File: config.mk
export PLATFORM = sky130hd
export DESIGN_NAME = step_rate_meter
export DESIGN_NICKNAME = d
export VERILOG_FILES = /design/src/rtl/step_rate_meter.sv
export SDC_FILE = /design/constraint.sdc
export NUM_CORES = 1
export LEC_CHECK = 0
export CORE_MARGIN = 5
export CORE_UTILIZATION = 40
export CTS_CLUSTER_SIZE = 8
export DETAILED_ROUTE_END_ITERATION = 10
export PLACE_DENSITY = 0.65
export SLEW_MARGIN = 40
export SYNTH_ARGS = -nofsm -noshare
export SYNTH_HDL_FRONTEND = slang
export SYNTH_SLANG_ARGS = --single-unit
File: constraint.sdc
create_clock -name clk -period 2.65 [get_ports clk]
set_clock_uncertainty 0.1 [all_clocks]
set_input_delay 0.6625 -clock clk [delete_from_list [all_inputs] [get_ports clk]]
set_output_delay 0.6625 -clock clk [all_outputs]
set_load 0.01 [all_outputs]
File: src/rtl/step_rate_meter.sv
// rtl/step_rate_meter.sv - step pulse rate meter: per-second window counts, tick and running total
// Optional STEP_RATE_AVG_EN: ppm reports the mean of the last four saturated window counts.

module step_rate_meter #(
  parameter int unsigned TICKS_PER_SEC = 100000000,
  parameter int unsigned PPM_W         = 10,
  parameter int unsigned TOTAL_W       = 16
) (
  input  logic               clk,
  input  logic               reset,
  input  logic               start,
  input  logic               pulse_in,
  output logic [PPM_W-1:0]   ppm,
  output logic               ppm_valid,
  output logic               second_tick,
  output logic [TOTAL_W-1:0] total_steps,
  output logic               running
);

  localparam int unsigned         PRE_W     = $clog2(TICKS_PER_SEC);
  localparam logic [PRE_W-1:0]    PRE_LAST  = PRE_W'(TICKS_PER_SEC - 1);
  localparam logic [PPM_W:0]      WIN_SAT   = {1'b1, {PPM_W{1'b0}}};
  localparam logic [PPM_W-1:0]    PPM_MAX   = {PPM_W{1'b1}};
  localparam logic [TOTAL_W-1:0]  TOTAL_MAX = {TOTAL_W{1'b1}};

  typedef enum logic [1:0] {
    IDLE = 2'd0,
    RUN  = 2'd1,
    HOLD = 2'd2
  } state_t;

  state_t             state_q;
  logic               running_q;
  logic               sync1_q, sync2_q, prev_q;
  logic               step_edge;
  logic [PRE_W-1:0]   presc_q, presc_d;
  logic [PPM_W:0]     win_q, win_d;
  logic [PPM_W-1:0]   win_sat;
  logic [PPM_W-1:0]   ppm_q, ppm_d;
  logic               tick_q, tick_d;
  logic [TOTAL_W-1:0] total_q, total_d;
  logic               in_run, terminal;
`ifdef STEP_RATE_AVG_EN
  logic [PPM_W-1:0]   h1_q, h1_d, h2_q, h2_d, h3_q, h3_d;
  logic [PPM_W+1:0]   avg_sum;
`endif

  always_ff @(posedge clk) begin
    if (!reset) begin
      state_q   <= IDLE;
      running_q <= 1'b0;
    end else begin
      case (state_q)
        IDLE: if (start) begin
          state_q   <= RUN;
          running_q <= 1'b1;
        end
        RUN: if (!start) begin
          state_q   <= HOLD;
          running_q <= 1'b0;
        end
        HOLD: if (start) begin
          state_q   <= RUN;
          running_q <= 1'b1;
        end
        default: begin
          state_q   <= IDLE;
          running_q <= 1'b0;
        end
      endcase
    end
  end

  // Synchronizer tracks pulse_in in every state so a resume never sees a stale edge.
  always_ff @(posedge clk) begin
    if (!reset) begin
      sync1_q <= 1'b0;
      sync2_q <= 1'b0;
      prev_q  <= 1'b0;
    end else begin
      sync1_q <= pulse_in;
      sync2_q <= sync1_q;
      prev_q  <= sync2_q;
    end
  end

  assign step_edge = sync2_q & ~prev_q;

  always_comb begin
    in_run   = (state_q == RUN);
    terminal = in_run && (presc_q == PRE_LAST);
    win_sat  = win_q[PPM_W] ? PPM_MAX : win_q[PPM_W-1:0];
    presc_d  = presc_q;
    win_d    = win_q;
    ppm_d    = ppm_q;
    tick_d   = 1'b0;
    total_d  = total_q;
`ifdef STEP_RATE_AVG_EN
    h1_d     = h1_q;
    h2_d     = h2_q;
    h3_d     = h3_q;
    avg_sum  = {2'b00, win_sat} + {2'b00, h1_q} + {2'b00, h2_q} + {2'b00, h3_q};
`endif
    if (in_run) begin
      if (step_edge && (total_q != TOTAL_MAX)) begin
        total_d = total_q + 1'b1;
      end
      if (terminal) begin
        // An edge landing in the terminal cycle opens the next window.
        presc_d = '0;
        tick_d  = 1'b1;
        win_d   = {{PPM_W{1'b0}}, step_edge};
`ifdef STEP_RATE_AVG_EN
        ppm_d   = avg_sum[PPM_W+1:2];
        h1_d    = win_sat;
        h2_d    = h1_q;
        h3_d    = h2_q;
`else
        ppm_d   = win_sat;
`endif
      end else begin
        presc_d = presc_q + 1'b1;
        if (step_edge && (win_q != WIN_SAT)) begin
          win_d = win_q + 1'b1;
        end
      end
    end
  end

  always_ff @(posedge clk) begin
    if (!reset) begin
      presc_q <= '0;
      win_q   <= '0;
      ppm_q   <= '0;
      tick_q  <= 1'b0;
      total_q <= '0;
`ifdef STEP_RATE_AVG_EN
      h1_q    <= '0;
      h2_q    <= '0;
      h3_q    <= '0;
`endif
    end else begin
      presc_q <= presc_d;
      win_q   <= win_d;
      ppm_q   <= ppm_d;
      tick_q  <= tick_d;
      total_q <= total_d;
`ifdef STEP_RATE_AVG_EN
      h1_q    <= h1_d;
      h2_q    <= h2_d;
      h3_q    <= h3_d;
`endif
    end
  end

  assign ppm         = ppm_q;
  assign ppm_valid   = tick_q;
  assign second_tick = tick_q;
  assign total_steps = total_q;
  assign running     = running_q;

endmodule
==> results.toml, run 1 <==
[run_status]
status = "finished clean"

[logic_synthesis]
synthCells = 407
synth_area_per_cell_sq_um = 8.49
syn_nets = 415
synth.distinct_cells = 43
ys_seq_area_frac = 0.411
synth_area_sq_um = 3460
ys_ff_latch = 71
ys_warn_count = 0

[floorplanning]
core-area_sq_um = 8550
fp.dieW_um = 103
die_h_um = 103
start_util = 0.404
rows = 34
die_area_sq_um = 10600
io_pins = 33

[clock_tree]
insertion_delay_ns = 0.33
cts_max_level = 3
cts_resized = 0
cts_hold_buf = 0
root_buffer = "clkbuf_8"
numClockSinks = 71
cts_tree = "yes"
cts_max_path_buffers = 2
post_cts_buffers = 0
numCtsBuffers = 9
clkSlewWorstSetupHoldPaths_ns = 0.07

[sta]
period_needed_ns = 2.36
fin_crit_sh = 0.891
fin_setup_tns_ns = 0
slew_headroom = 0.707
slew_viol_final = 0
max_slew.worst_pin.slew_ns = 0.436
setup_viol = 0
fmax_mhz = 423
rsz0062_at_grt = "no"
setup_ws_ns = 0.288
hold_viol_final = 0

[place]
place_hpwl_mm = 5.16
gp_congestion = 0.815
portBuffers = 32
pre_cts_slack_ns = 0.314

[detailed_routing]
post_drt_wl_per_cell_um = 13.6
routed_wl_mm = 7.47
vias = 3086
ant_nets = 0
drtPass1Iterations = 5
vias_per_cell = 5.61
drcViolationCount = 0
drt_iter0_drc = 116

[global_routing]
grtUsageTotal = 0.150
grt-ovfl-total = 0
grt_pass1_wl_mm = 12.8
grt_max_degree = 31
antenna_found_initial = 0
first_global_vias = 2734

[worst_setup_path]
crit_arrival_ns = 2.53
cp-start-kind = "flip-flop"
cp.required_ns = 2.82
worstSetupEndpointType = "flip-flop"
crit_type = "flip-flop to flip-flop"
rrSetupSlack_ns = 0.29
cp_max_fo = 15

[worst_hold_path]
hold_path_class = "flip-flop to flip-flop"

[cells_and_area]
final_common_cell = "dfxtp_1"
layout_common_cells = "dfxtp_1, nand2_1, clkdlybuf4s50_1"
num_antenna_cells = 0
drive_above_1_share = 0.0566
fin_nets = 445
area_delta_synth_final_pct = 17.2
final_util = 0.474

[run]
drv_cap = 0

[power]
powerDensity_nw_per_um2 = 457
peakVddDrop_mv = 0.232
power.leakage_nw = 1.25
==> cells in the mapped netlist (all sizes together) <==
library cell	number	share of area
and4	8	0.020
xor2	7	0.018
nand2	47	0.051
a211oi	5	0.011
clkbuf	16	0.017
nor2	19	0.021
and4b	2	0.0058
o31ai	10	0.022
xnor2	7	0.018
nor4	8	0.014
nand2b	8	0.014
nand4	17	0.031
or3	12	0.022
and2	9	0.016
nor4b	1	0.0025
a32oi	1	0.0025
dfxtp	71	0.41
and3	3	0.0054
a2bb2oi	1	0.0025
o41ai	4	0.010
and4bb	1	0.0036
or4	16	0.035
mux2i	21	0.061
a21oi	31	0.045
nor4bb	1	0.0029
a31o	2	0.0051
buf	6	0.0098
nand3b	3	0.010
and2b	1	0.0022
a41oi	1	0.0025
nor3	7	0.012
nand3	15	0.022
or4b	1	0.0029
nor2b	1	0.0018
nand4bb	1	0.0033
ha	4	0.014
o21ai	24	0.035
inv	13	0.014
o22ai	2	0.0036
==> registers in the layout (all words and copies together) (netlist names), 2 cells and up <==
signal	cells
total_steps	16
ppm	10
state_q	2
presc_q	27
win_q	11
==> power breakdown <==
part           switching, W   total, W  internal, W  leakage [nW]
clock              0.000369   0.000710     0.000341        0.0757
sequential       0.00000606    0.00108      0.00107         0.573
combinational     0.0000362  0.0000619    0.0000256         0.606
==> logic make-up after synthesis <==
logic type / count (synthesis) / share of synthesized area
buffers and inverters: 35 / 0.0413
xor gates and xnor gates: 14 / 0.0355
AOI/OAI and AO/OA: 81 / 0.139
adders and majority gates: 4 / 0.0145
and+or+nand+nor: 181 / 0.298
DFF: 71 / 0.411
muxes: 21 / 0.0608
==> worst max-delay path, cell delays in order (launching register included) <==
cell and delay (ns):
dfxtp_1 0.38, ha_1 0.21, nand3b_4 0.13, or4b_1 0.75
or4_1 0.57, a21oi_1 0.15
==> final cells by class <==
class	instances	area, sq um
fillers	829	4500
clock buffers	15	146
multi-input cells	301	1910
clock inverters	1	5.00
inverters	13	48.8
well taps	108	135
flip-flops and latches	71	1420
repair buffers	41	388
==> worst paths after layout <==
path	startpoint	to	depth (start not counted)
max	presc_q[0]	presc_q[26]	5
min	sync1_q	sync2_q	1
max reg2reg	presc_q[0]	presc_q[26]	5
min reg2reg	sync1_q	sync2_q	1
==> layer usage <==
layer,wire (um),track usage,vias to the layer above
met2,3420,0.231,52
met5,0,0,-
met3,263,0.0271,6
li1,-,-,1564
met4,99,0.0608,0
met1,3690,0.208,1464
==> through the flow <==
step	hold WS [ns]	power, W	instances	instance area (sq um)
after CTS	0.334	0.00188	550	4050
after detailed placement	0.319	0.00117	534	3900
after floorplan	0.312	0.00114	407	3460
after global placement	0.318	0.00116	534	3900
final	0.335	0.00185	550	4050
after global routing	0.346	0.00193	550	4050
Power figures use the tool's default switching activity.
==> run 2: changes to the inputs <==
--- a/config.mk
+++ b/config.mk
@@ -9,6 +9,7 @@
 export CORE_UTILIZATION = 40
 export CTS_CLUSTER_SIZE = 8
 export DETAILED_ROUTE_END_ITERATION = 10
+export HOLD_SLACK_MARGIN = 0.06
 export PLACE_DENSITY = 0.65
 export SLEW_MARGIN = 40
 export SYNTH_ARGS = -nofsm -noshare
==> results of run 2 <==
No change in the layout: final DEF, timing and power equal those of run 1.
==> run 3: changes to the inputs <==
--- a/config.mk
+++ b/config.mk
@@ -10,7 +10,7 @@
 export CTS_CLUSTER_SIZE = 8
 export DETAILED_ROUTE_END_ITERATION = 10
 export HOLD_SLACK_MARGIN = 0.06
-export PLACE_DENSITY = 0.65
+export PLACE_DENSITY = 0.55
 export SLEW_MARGIN = 40
 export SYNTH_ARGS = -nofsm -noshare
 export SYNTH_HDL_FRONTEND = slang
==> run 3 against run 2 <==
Compared with the run above:
- sequential power about the same
- wire length increased by 3.4%
- die area unchanged
- via count decreased by 3.0%
- register-to-register slack got worse by 0.03 ns
- critical path type unchanged
==> results.toml, run 3 (synthesis gave the netlist of run 1 again) <==
[cells_and_area]
layout_common_cells = "dfxtp_1, nand2_1, clkdlybuf4s50_1"
drive_above_1_share = 0.0659
fin_nets = 443
fin_cells = 548
num_antenna_cells = 0
final_common_cell = "dfxtp_1"
regMostFlops = "presc_q"
area_delta_synth_final_pct = 19.4
final_util = 0.483
regArea_sq_um = 1420
multi_input_area_sq_um = 1910
n_fill_cell = 827
largest_reg_flops = 27

[worst_hold_path]
min_to = "sync2_q"
hold_path_class = "flip-flop to flip-flop"
min_from = "sync1_q"
min_path_cells = 1

[clock_tree]
numCtsBuffers = 9
cts_tree = "yes"
cts_hold_buf = 0
cts_max_level = 3
cts_max_path_buffers = 2
insertion_delay_ns = 0.35
root_buffer = "clkbuf_8"
post_cts_buffers = 0
cts_resized = 0
numClockSinks = 71
clkSlewWorstSetupHoldPaths_ns = 0.08

[sta]
fin_crit_sh = 0.904
period_needed_ns = 2.40
slew_headroom = 0.679
slew_viol_final = 0
setup_viol = 0
fmax_mhz = 417
hold_slack_ns = 0.341
max_slew.worst_pin.slew_ns = 0.481
fin_setup_tns_ns = 0
hold_viol_final = 0
rsz0062_at_grt = "no"
setup_ws_ns = 0.254

[detailed_routing]
ant_nets = 0
vias_per_cell = 5.46
vias = 2992
drt_iter0_drc = 105
drcViolationCount = 0
post_drt_wl_per_cell_um = 14.1
drtPass1Iterations = 4
routed_wl_mm = 7.73

[floorplanning]
die_area_sq_um = 10600
io_pins = 33
core-area_sq_um = 8550
start_util = 0.404
die_h_um = 103
fp.dieW_um = 103
rows = 34

[global_routing]
grt-ovfl-total = 0
antenna_found_initial = 0
first_global_vias = 2783
grt_pass1_wl_mm = 13.4
grt_max_degree = 53
grtUsageTotal = 0.157

[worst_setup_path]
crit_arrival_ns = 2.57
crit_type = "flip-flop to flip-flop"
cp-start-kind = "flip-flop"
reg2reg_from = "presc_q[0]"
cp_max_fo = 17
worstSetupEndpointType = "flip-flop"
ff2ff_path_depth = 5
cp.required_ns = 2.83
rrSetupSlack_ns = 0.25
worstReg2RegEnd = "presc_q[22]"

[power]
peakVddDrop_mv = 0.234
powerDensity_nw_per_um2 = 517
power.leakage_nw = 1.28

[place]
pre_cts_slack_ns = 0.275
portBuffers = 32
gp_congestion = 0.813
dp.cells = 532
place_hpwl_mm = 5.36

[run_status]
status = "finished clean"

[run]
drv_cap = 0
## run 3: cell count changes in the layout (fill, tap and decap cells not counted)
cell / before / now
buf_4: 9 / 6
bufinv_16: 0 / 2
clkbuf_8: 9 / 10
buf_12: 0 / 1
clkinv_2: 1 / 0
inv_6: 0 / 1
clkinv_4: 0 / 1
clkinvlp_4: 0 / 2
clkbuf_1: 6 / 0
## run 3: stage by stage
| step | power [W] | instance area, sq um |
|---|---|---|
| CTS | 0.00216 | 4130 |
| global placement | 0.00117 | 3900 |
| detailed placement | 0.00117 | 3900 |
| finish | 0.00213 | 4130 |
| floorplan | 0.00114 | 3460 |
| global route | 0.00222 | 4130 |
## run 3: critical path, cell delays in order (launching register included)
cell      delay (ns)
dfxtp_1         0.37
ha_1            0.21
nand3b_4        0.13
or4b_1          0.78
or4_1           0.59
a21oi_1         0.16
## run 3: area by class of cell
cell class	count	area share
multi-input cells	301	0.462
flip-flops and latches	71	0.344
repair buffers	39	0.0934
clock buffers	10	0.0333
well taps	108	0.0327
clock inverters	6	0.0224
inverters	13	0.0118
## run 3: metal layers
layer,wire length [um],up-vias,track usage
li1,-,1557,-
met1,3960,1402,0.221
met2,3490,25,0.243
met3,164,8,0.0244
met4,104,0,0.0538
met5,0,-,0
## run 3: power breakdown
part           switching (W)  internal (W)
registers         0.00000668       0.00107
logic              0.0000357     0.0000258
clock network       0.000433      0.000561
total               0.000476       0.00166
## run 3: worst max-delay path by stage
stage,to,cells past startpoint,from
5_1_grt,presc_q[26],5,presc_q[0]
4_1_cts,presc_q[22],5,presc_q[0]
6_report,presc_q[22],5,presc_q[0]
3_5_place_dp,presc_q[22],5,presc_q[0]
3_3_place_gp,presc_q[26],5,presc_q[0]
2_1_floorplan,presc_q[22],6,presc_q[0]
